File: config.mk
export PLATFORM = sky130hd
export DESIGN_NAME = booth_mul_pipe
export DESIGN_NICKNAME = d
export VERILOG_FILES = /design/src/rtl/booth_pkg.sv /design/src/rtl/booth_pp_row.sv /design/src/rtl/booth_mul_pipe.sv
export SDC_FILE = /design/constraint.sdc
export NUM_CORES = 1
export LEC_CHECK = 0
export ABC_AREA = 1
export CAP_MARGIN = 0
export CORE_AREA = 2 2 217 219
export CTS_CLUSTER_SIZE = 24
export DETAILED_ROUTE_END_ITERATION = 16
export DIE_AREA = 0 0 219 221
export GPL_TIMING_DRIVEN = 0
export HOLD_SLACK_MARGIN = 0.1
export MAX_ROUTING_LAYER = met4
export PLACE_DENSITY_LB_ADDON = 0.25
export SETUP_SLACK_MARGIN = 0.2
export SYNTH_ARGS = -nofsm -noshare
export SYNTH_HDL_FRONTEND = slang
export SYNTH_SLANG_ARGS = --single-unit
File: constraint.sdc
create_clock -name clk -period 5.65 [get_ports clk]
set_clock_uncertainty 0.05 [all_clocks]
set_input_delay 0.565 -clock clk [delete_from_list [all_inputs] [get_ports clk]]
set_output_delay 0.565 -clock clk [all_outputs]
set_load 0.05 [all_outputs]
File: src/rtl/booth_pkg.sv
`default_nettype none
// ============================================================================
// Module      : booth_pkg
// Description : Shared types and helpers for the radix-4 Booth multiplier:
//               digit encoding, digit count and default accumulator width.
// Revision    : 1.0 - initial release
// ============================================================================
package booth_pkg;

    // Decoded radix-4 Booth digit: sign plus magnitude select (0, 1 or 2).
    typedef struct packed {
        logic neg;
        logic zero;
        logic one;
        logic two;
    } booth_digit_t;

    // Number of radix-4 digits for an operand extended to width+2 bits.
    function automatic int booth_digits(input int width);
        return (width + 2) / 2;
    endfunction

    // Default accumulator width: full product plus 8 guard bits.
    function automatic int booth_acc_w(input int width);
        return 2 * width + 8;
    endfunction

    // Decode one overlapping 3-bit window {b[2i+1], b[2i], b[2i-1]}.
    function automatic booth_digit_t booth_encode(input logic [2:0] win);
        booth_digit_t d;
        d.neg  = win[2] & ~(win[1] & win[0]);
        d.zero = (win == 3'b000) || (win == 3'b111);
        d.one  = win[1] ^ win[0];
        d.two  = (win == 3'b011) || (win == 3'b100);
        return d;
    endfunction

endpackage : booth_pkg
`default_nettype wire

File: src/rtl/booth_pp_row.sv
`default_nettype none
// ============================================================================
// Module      : booth_pp_row
// Description : One Booth partial-product row. Decodes a 3-bit multiplier
//               window and returns digit * a_ext * 4^IDX, truncated to the
//               2*WIDTH product width (two's complement, fully sign-extended).
// Revision    : 1.0 - initial release
// ============================================================================
module booth_pp_row
    import booth_pkg::*;
#(
    parameter int WIDTH = 16,
    parameter int IDX   = 0
) (
    input  logic [2:0]         i_win,
    input  logic [WIDTH+1:0]   i_a_ext,
    output logic [2*WIDTH-1:0] o_row
);

    localparam int c_PW = 2 * WIDTH;

    booth_digit_t    w_dig;
    logic [c_PW-1:0] w_a_sx;
    logic [c_PW-1:0] w_mag;
    logic [c_PW-1:0] w_val;

    assign w_dig  = booth_encode(i_win);
    // The extended operand already carries its sign; widen it to the row width.
    assign w_a_sx = {{(c_PW - WIDTH - 2){i_a_ext[WIDTH+1]}}, i_a_ext};

    // Select magnitude, apply the digit sign, then weight by 4^IDX.
    always_comb begin
        w_mag = '0;
        if (w_dig.zero) begin
            w_mag = '0;
        end else if (w_dig.two) begin
            w_mag = {w_a_sx[c_PW-2:0], 1'b0};
        end else if (w_dig.one) begin
            w_mag = w_a_sx;
        end
        w_val = w_dig.neg ? (~w_mag + c_PW'(1)) : w_mag;
        o_row = w_val << (2 * IDX);
    end

endmodule : booth_pp_row
`default_nettype wire

File: src/rtl/booth_mul_pipe.sv
`default_nettype none
// ============================================================================
// Module      : booth_mul_pipe
// Description : Three-stage pipelined radix-4 Booth multiplier with
//               valid/ready flow control.
//               S1: Booth recode + partial-product rows
//               S2: carry-save (3:2) reduction to sum/carry vectors
//               S3: carry-propagate add (and optional accumulate)
//               Optional feature macro: BOOTH_MUL_ACC_EN adds acc_clr/acc and
//               a running accumulator updated on each delivered result.
// Revision    : 1.0 - initial release
// ============================================================================
module booth_mul_pipe
    import booth_pkg::*;
#(
    parameter int WIDTH = 16,
    parameter int ACC_W = booth_acc_w(WIDTH)
) (
    input  logic               clk,
    input  logic               rst_n,
    input  logic               in_valid,
    output logic               in_ready,
    input  logic [WIDTH-1:0]   a,
    input  logic [WIDTH-1:0]   b,
    input  logic               is_signed,
`ifdef BOOTH_MUL_ACC_EN
    input  logic               acc_clr,
    output logic [ACC_W-1:0]   acc,
`endif
    output logic               out_valid,
    input  logic               out_ready,
    output logic [2*WIDTH-1:0] p
);

    localparam int c_XW = WIDTH + 2;
    localparam int c_PW = 2 * WIDTH;
    localparam int c_ND = booth_digits(WIDTH);

    if ((WIDTH < 4) || (WIDTH % 2 != 0)) begin : g_bad_width
        $error("booth_mul_pipe: WIDTH must be even and >= 4");
    end
    if (ACC_W < 2 * WIDTH) begin : g_bad_acc_w
        $error("booth_mul_pipe: ACC_W must be >= 2*WIDTH");
    end

    // ---------------- handshake: a stage loads when empty or draining -------
    logic w_en1, w_en2, w_en3;
    logic r_v1, r_v2, r_v3;

    assign w_en3    = !r_v3 || out_ready;
    assign w_en2    = !r_v2 || w_en3;
    assign w_en1    = !r_v1 || w_en2;
    assign in_ready = w_en1;

    // ---------------- S1 input: extension and Booth rows --------------------
    logic [c_XW-1:0] w_a_ext;
    logic [c_XW-1:0] w_b_ext;
    logic [c_XW:0]   w_b_win;
    logic [c_PW-1:0] w_rows [c_ND];

    assign w_a_ext = is_signed ? {{2{a[WIDTH-1]}}, a} : {2'b00, a};
    assign w_b_ext = is_signed ? {{2{b[WIDTH-1]}}, b} : {2'b00, b};
    // Implicit b[-1] = 0 appended below the LSB for the first window.
    assign w_b_win = {w_b_ext, 1'b0};

    for (genvar gi = 0; gi < c_ND; gi++) begin : g_row
        booth_pp_row #(
            .WIDTH (WIDTH),
            .IDX   (gi)
        ) u_row (
            .i_win   (w_b_win[2*gi+2 -: 3]),
            .i_a_ext (w_a_ext),
            .o_row   (w_rows[gi])
        );
    end

    logic [c_PW-1:0] r_s1_rows [c_ND];

    // S1 register: capture all partial-product rows of an accepted beat.
    always_ff @(posedge clk or negedge rst_n) begin
        if (!rst_n) begin
            r_v1 <= 1'b0;
            for (int k = 0; k < c_ND; k++) r_s1_rows[k] <= '0;
        end else if (w_en1) begin
            r_v1 <= in_valid;
            if (in_valid) begin
                for (int k = 0; k < c_ND; k++) r_s1_rows[k] <= w_rows[k];
            end
        end
    end

    // ---------------- S2: carry-save reduction ------------------------------
    logic [c_PW-1:0] w_csa_s;
    logic [c_PW-1:0] w_csa_c;

    // Fold rows one at a time through 3:2 compressors; carries shift left.
    always_comb begin
        w_csa_s = r_s1_rows[0];
        w_csa_c = r_s1_rows[1];
        for (int k = 2; k < c_ND; k++) begin
            logic [c_PW-1:0] t_sum;
            t_sum   = w_csa_s ^ w_csa_c ^ r_s1_rows[k];
            w_csa_c = ((w_csa_s & w_csa_c) | (w_csa_s & r_s1_rows[k]) |
                       (w_csa_c & r_s1_rows[k])) << 1;
            w_csa_s = t_sum;
        end
    end

    logic [c_PW-1:0] r_s2_s;
    logic [c_PW-1:0] r_s2_c;

    // S2 register: hold the redundant sum/carry pair.
    always_ff @(posedge clk or negedge rst_n) begin
        if (!rst_n) begin
            r_v2   <= 1'b0;
            r_s2_s <= '0;
            r_s2_c <= '0;
        end else if (w_en2) begin
            r_v2 <= r_v1;
            if (r_v1) begin
                r_s2_s <= w_csa_s;
                r_s2_c <= w_csa_c;
            end
        end
    end

    // ---------------- S3: final add -----------------------------------------
    logic [c_PW-1:0] w_sum;
    logic [c_PW-1:0] r_p;

    assign w_sum = r_s2_s + r_s2_c;

    // S3 register: resolved product, held while the consumer stalls.
    always_ff @(posedge clk or negedge rst_n) begin
        if (!rst_n) begin
            r_v3 <= 1'b0;
            r_p  <= '0;
        end else if (w_en3) begin
            r_v3 <= r_v2;
            if (r_v2) r_p <= w_sum;
        end
    end

    assign out_valid = r_v3;
    assign p         = r_p;

`ifdef BOOTH_MUL_ACC_EN
    // Mode and restart flags ride alongside their beat through S1 and S2.
    logic             r_s1_signed, r_s1_clr;
    logic             r_s2_signed, r_s2_clr;
    logic [ACC_W-1:0] r_acc;
    logic [ACC_W-1:0] r_acc_reg;
    logic [ACC_W-1:0] w_p_ext;
    logic [ACC_W-1:0] w_acc_base;

    // Flag pipeline, aligned with the S1/S2 data registers.
    always_ff @(posedge clk or negedge rst_n) begin
        if (!rst_n) begin
            r_s1_signed <= 1'b0;
            r_s1_clr    <= 1'b0;
            r_s2_signed <= 1'b0;
            r_s2_clr    <= 1'b0;
        end else begin
            if (w_en1 && in_valid) begin
                r_s1_signed <= is_signed;
                r_s1_clr    <= acc_clr;
            end
            if (w_en2 && r_v1) begin
                r_s2_signed <= r_s1_signed;
                r_s2_clr    <= r_s1_clr;
            end
        end
    end

    assign w_p_ext = r_s2_signed ? ACC_W'($signed(w_sum)) : ACC_W'(w_sum);
    // If the result now in S3 is being delivered this cycle, it is the
    // committed total the next beat must build on.
    assign w_acc_base = r_s2_clr ? '0 :
                        ((r_v3 && out_ready) ? r_acc : r_acc_reg);

    // Accumulator: r_acc travels with the S3 beat; r_acc_reg commits on handshake.
    always_ff @(posedge clk or negedge rst_n) begin
        if (!rst_n) begin
            r_acc     <= '0;
            r_acc_reg <= '0;
        end else begin
            if (r_v3 && out_ready) r_acc_reg <= r_acc;
            if (w_en3 && r_v2)     r_acc     <= w_acc_base + w_p_ext;
        end
    end

    assign acc = r_acc;
`endif

endmodule : booth_mul_pipe
`default_nettype wire

==> reports/metrics.cfg <==
[sta]
layout_min_cycle_time_ns=4.48
worst_hold_slack_ns=0.428
finalWorstSetupSlack_ns=1.17
hold_viol_final=0
tightest_slew_ns=1.14
setup_viol=0
slew_viol_final=0
slew_headroom_pct=23.8
period_share_pct=79.3
rsz0062_at_grt=no
max_freq_ghz=0.223

[drt]
dr.pass1.iters=6
drc=0
via_count=20700
vias_per_cell=5.63
wl_per_cell_um=21.8
drt-total-wl_um=80400
initialDrtViolationCount=1884
ant_nets=0

[die]
start_util_pct=49.4
core_area_mm2=0.0461
io_pins=71
die_area_mm2=0.0484
rows=79
die_w_um=219
fp.dieH_um=221

[synth]
synth-edff-count=0
yosysSeqAreaShare_pct=33.7
syn_avg_cell_area_um2=7.73
synth_cell_type_count=51
ys.flop_type=dfrtp_1
syn_inst=2941
syn-num-nets=3205
async_flop_share_pct=100
synth_seq_cells=306
yosys_warnings=0
syn_area_mm2=0.0227

[cts]
clkLatencyLatePin_ns=0.58
clock_sinks=306
cts_buffers=39
post-cts-setup-buffers=0
clockBufferDepth=3
cts_tree=done
clkTransAtPathRegs_ns=0.06
htreeDepth=2
root_buffer=clkbuf_16

[placement]
pre_cts_slack_ns=1.18
io_buffers=67
dp.final_hpwl_um=62200
gp_congestion=0.964
place_area_mm2=0.0242

[pwr]
power.leakage_nw=12.9
power_per_cell_area_mw_per_mm2=646
power_mw=16.6
vdd_drop_max_mv=0.431

[critical_path]
path_cells=fa_1, fa_1, fa_1, fa_1, fa_1, fa_1, fa_1, nand2_1, nand2_1
cp.required_ns=6.09
cp-start-kind=flop
cp_max_fo=2
slowest_delay_ns=0.62
critPathSlowestCell=fa_1
cp_num_buf_inv=0
cp_common_cell=fa_1
crit_family=adder cells
criticalPathCategory=flop to flop
cp.arrival_ns=4.92
worstSetupEndpointType=flop

[finish]
mostFrequentLayoutCell=nand2_1
stdcell_area_mm2=0.0256
synthToLayoutAreaGrowth_pct=12.6
final_cell_mix=nand2_1, dfrtp_1, nand3_1
antennaDiodeCount=0
fin_nets=3316
final_layout_size_suffix_gt1_share_pct=7.44
fill_cells=4405
final_util_pct=55.6

[global_routing]
first_global_vias=20400
grt_start_max_net_pins=120
met1_usage_pct=46.2
grt-ovfl-total=0
met3_usage_pct=4.71
antenna_found_initial=1
grt_use_total_pct=34.8
grt_use_met2_pct=54.5
grt-busiest-layer=met2
grt_pass1_wl_um=123000

[run_status]
status=finished, final reports clean

[flow_run]
drv_cap=0

[hold_path]
hp-class=flop to flop

[power by group]
group / internal (mW) / switching [mW] / total [mW] / leakage (nW)
clock: 1.64 / 1.05 / 2.69 / 0.659
combinational: 4.31 / 6.27 / 10.6 / 8.46
sequential: 2.84 / 0.447 / 3.28 / 3.82
total: 8.79 / 7.76 / 16.6 / 12.9
[worst min-delay path, cell delays in order (launching register included)]
cell and delay, ns:
dfrtp_1 0.34, inv_1 0.05, nand2_1 0.05
[cell type report]
cell class / count / area [µm²] / area share (%)
plain buffers: 124 / 682 / 2.66
clock buffers: 49 / 1080 / 4.24
clock inverters: 18 / 274 / 1.07
inverters: 198 / 743 / 2.90
multi-input cells: 2313 / 13700 / 53.4
flip-flops and latches: 306 / 7660 / 29.9
well taps: 607 / 759 / 2.97
repair buffers: 70 / 741 / 2.89
[metal layers]
metal  wire, µm  part of all wire [%]  vias to the layer above
met5          0                     0                        -
met4       3440                   4.3                        0
met3       5950                   7.4                      170
met2      37100                    46                      826
met1      33900                    42                    10100
li1           -                     -                     9685
[synthesized netlist by cell type, drive strengths merged, types with 24 or more instances]
library cell	count	area, µm²
a21oi	50	250
buf	70	474
clkbuf	54	208
dfrtp	306	7660
fa	148	2960
ha	79	988
inv	194	728
nand2	1144	4400
nand3	272	1470
nand3b	24	180
nand4	46	307
nor2	156	598
o21ai	253	1390
xnor2	48	420
xor2	29	254
[sequential cells by signal, indices dropped and copies added, names as in the netlist]
signal	cells
r_s1_rows	216
r_v2	1
p	32
out_valid	1
r_s2_s	32
r_s2_c	23
r_v1	1
[kinds of logic (layout without fill, tap and decap cells)]
kind of cell / count (synthesis) / in the layout / share of synthesized area, %
XOR/XNOR: 77 / 77 / 2.96
flip-flops: 306 / 306 / 33.7
AO/OA/AOI/OAI: 340 / 340 / 8.47
buffers and inverters: 322 / 459 / 6.27
AND/OR/NAND/NOR: 1669 / 1669 / 31.3
adder cells (fa/ha/maj): 227 / 227 / 17.4
[path summary, 6_finish.rpt]
kind	slack (ns)	depth (start not counted)	end	from
min	0.43	2	out_valid$_DFFE_PN0P_	r_v2$_DFFE_PN0P_
min in group asynchronous	0.51	2	p[7]$_DFFE_PN0P_	rst_n
max reg2reg	1.17	9	r_s2_s[29]$_DFFE_PN0P_	r_s1_rows[221]$_DFFE_PN0P_
min reg2reg	0.43	2	out_valid$_DFFE_PN0P_	r_v2$_DFFE_PN0P_
max	1.17	9	r_s2_s[29]$_DFFE_PN0P_	r_s1_rows[221]$_DFFE_PN0P_
max in group asynchronous	3.97	3	r_s1_rows[249]$_DFFE_PN0P_	rst_n
[timing repair]
item | in CTS | in global routing
resized for setup | 0 | 0
hold endpoints to repair | 72 | 0
hold buffers | 1 | 0
[metrics by stage]
| step | setup TNS, ns | instances |
|---|---|---|
| floorplan | 0 | 2941 |
| global placement | -2879.84 | 3615 |
| detailed placement | 0 | 3617 |
| CTS | 0 | 3685 |
| global route | 0 | 3685 |
| finish | 0 | 3685 |
No activity file was read; power rests on OpenSTA's default activity.
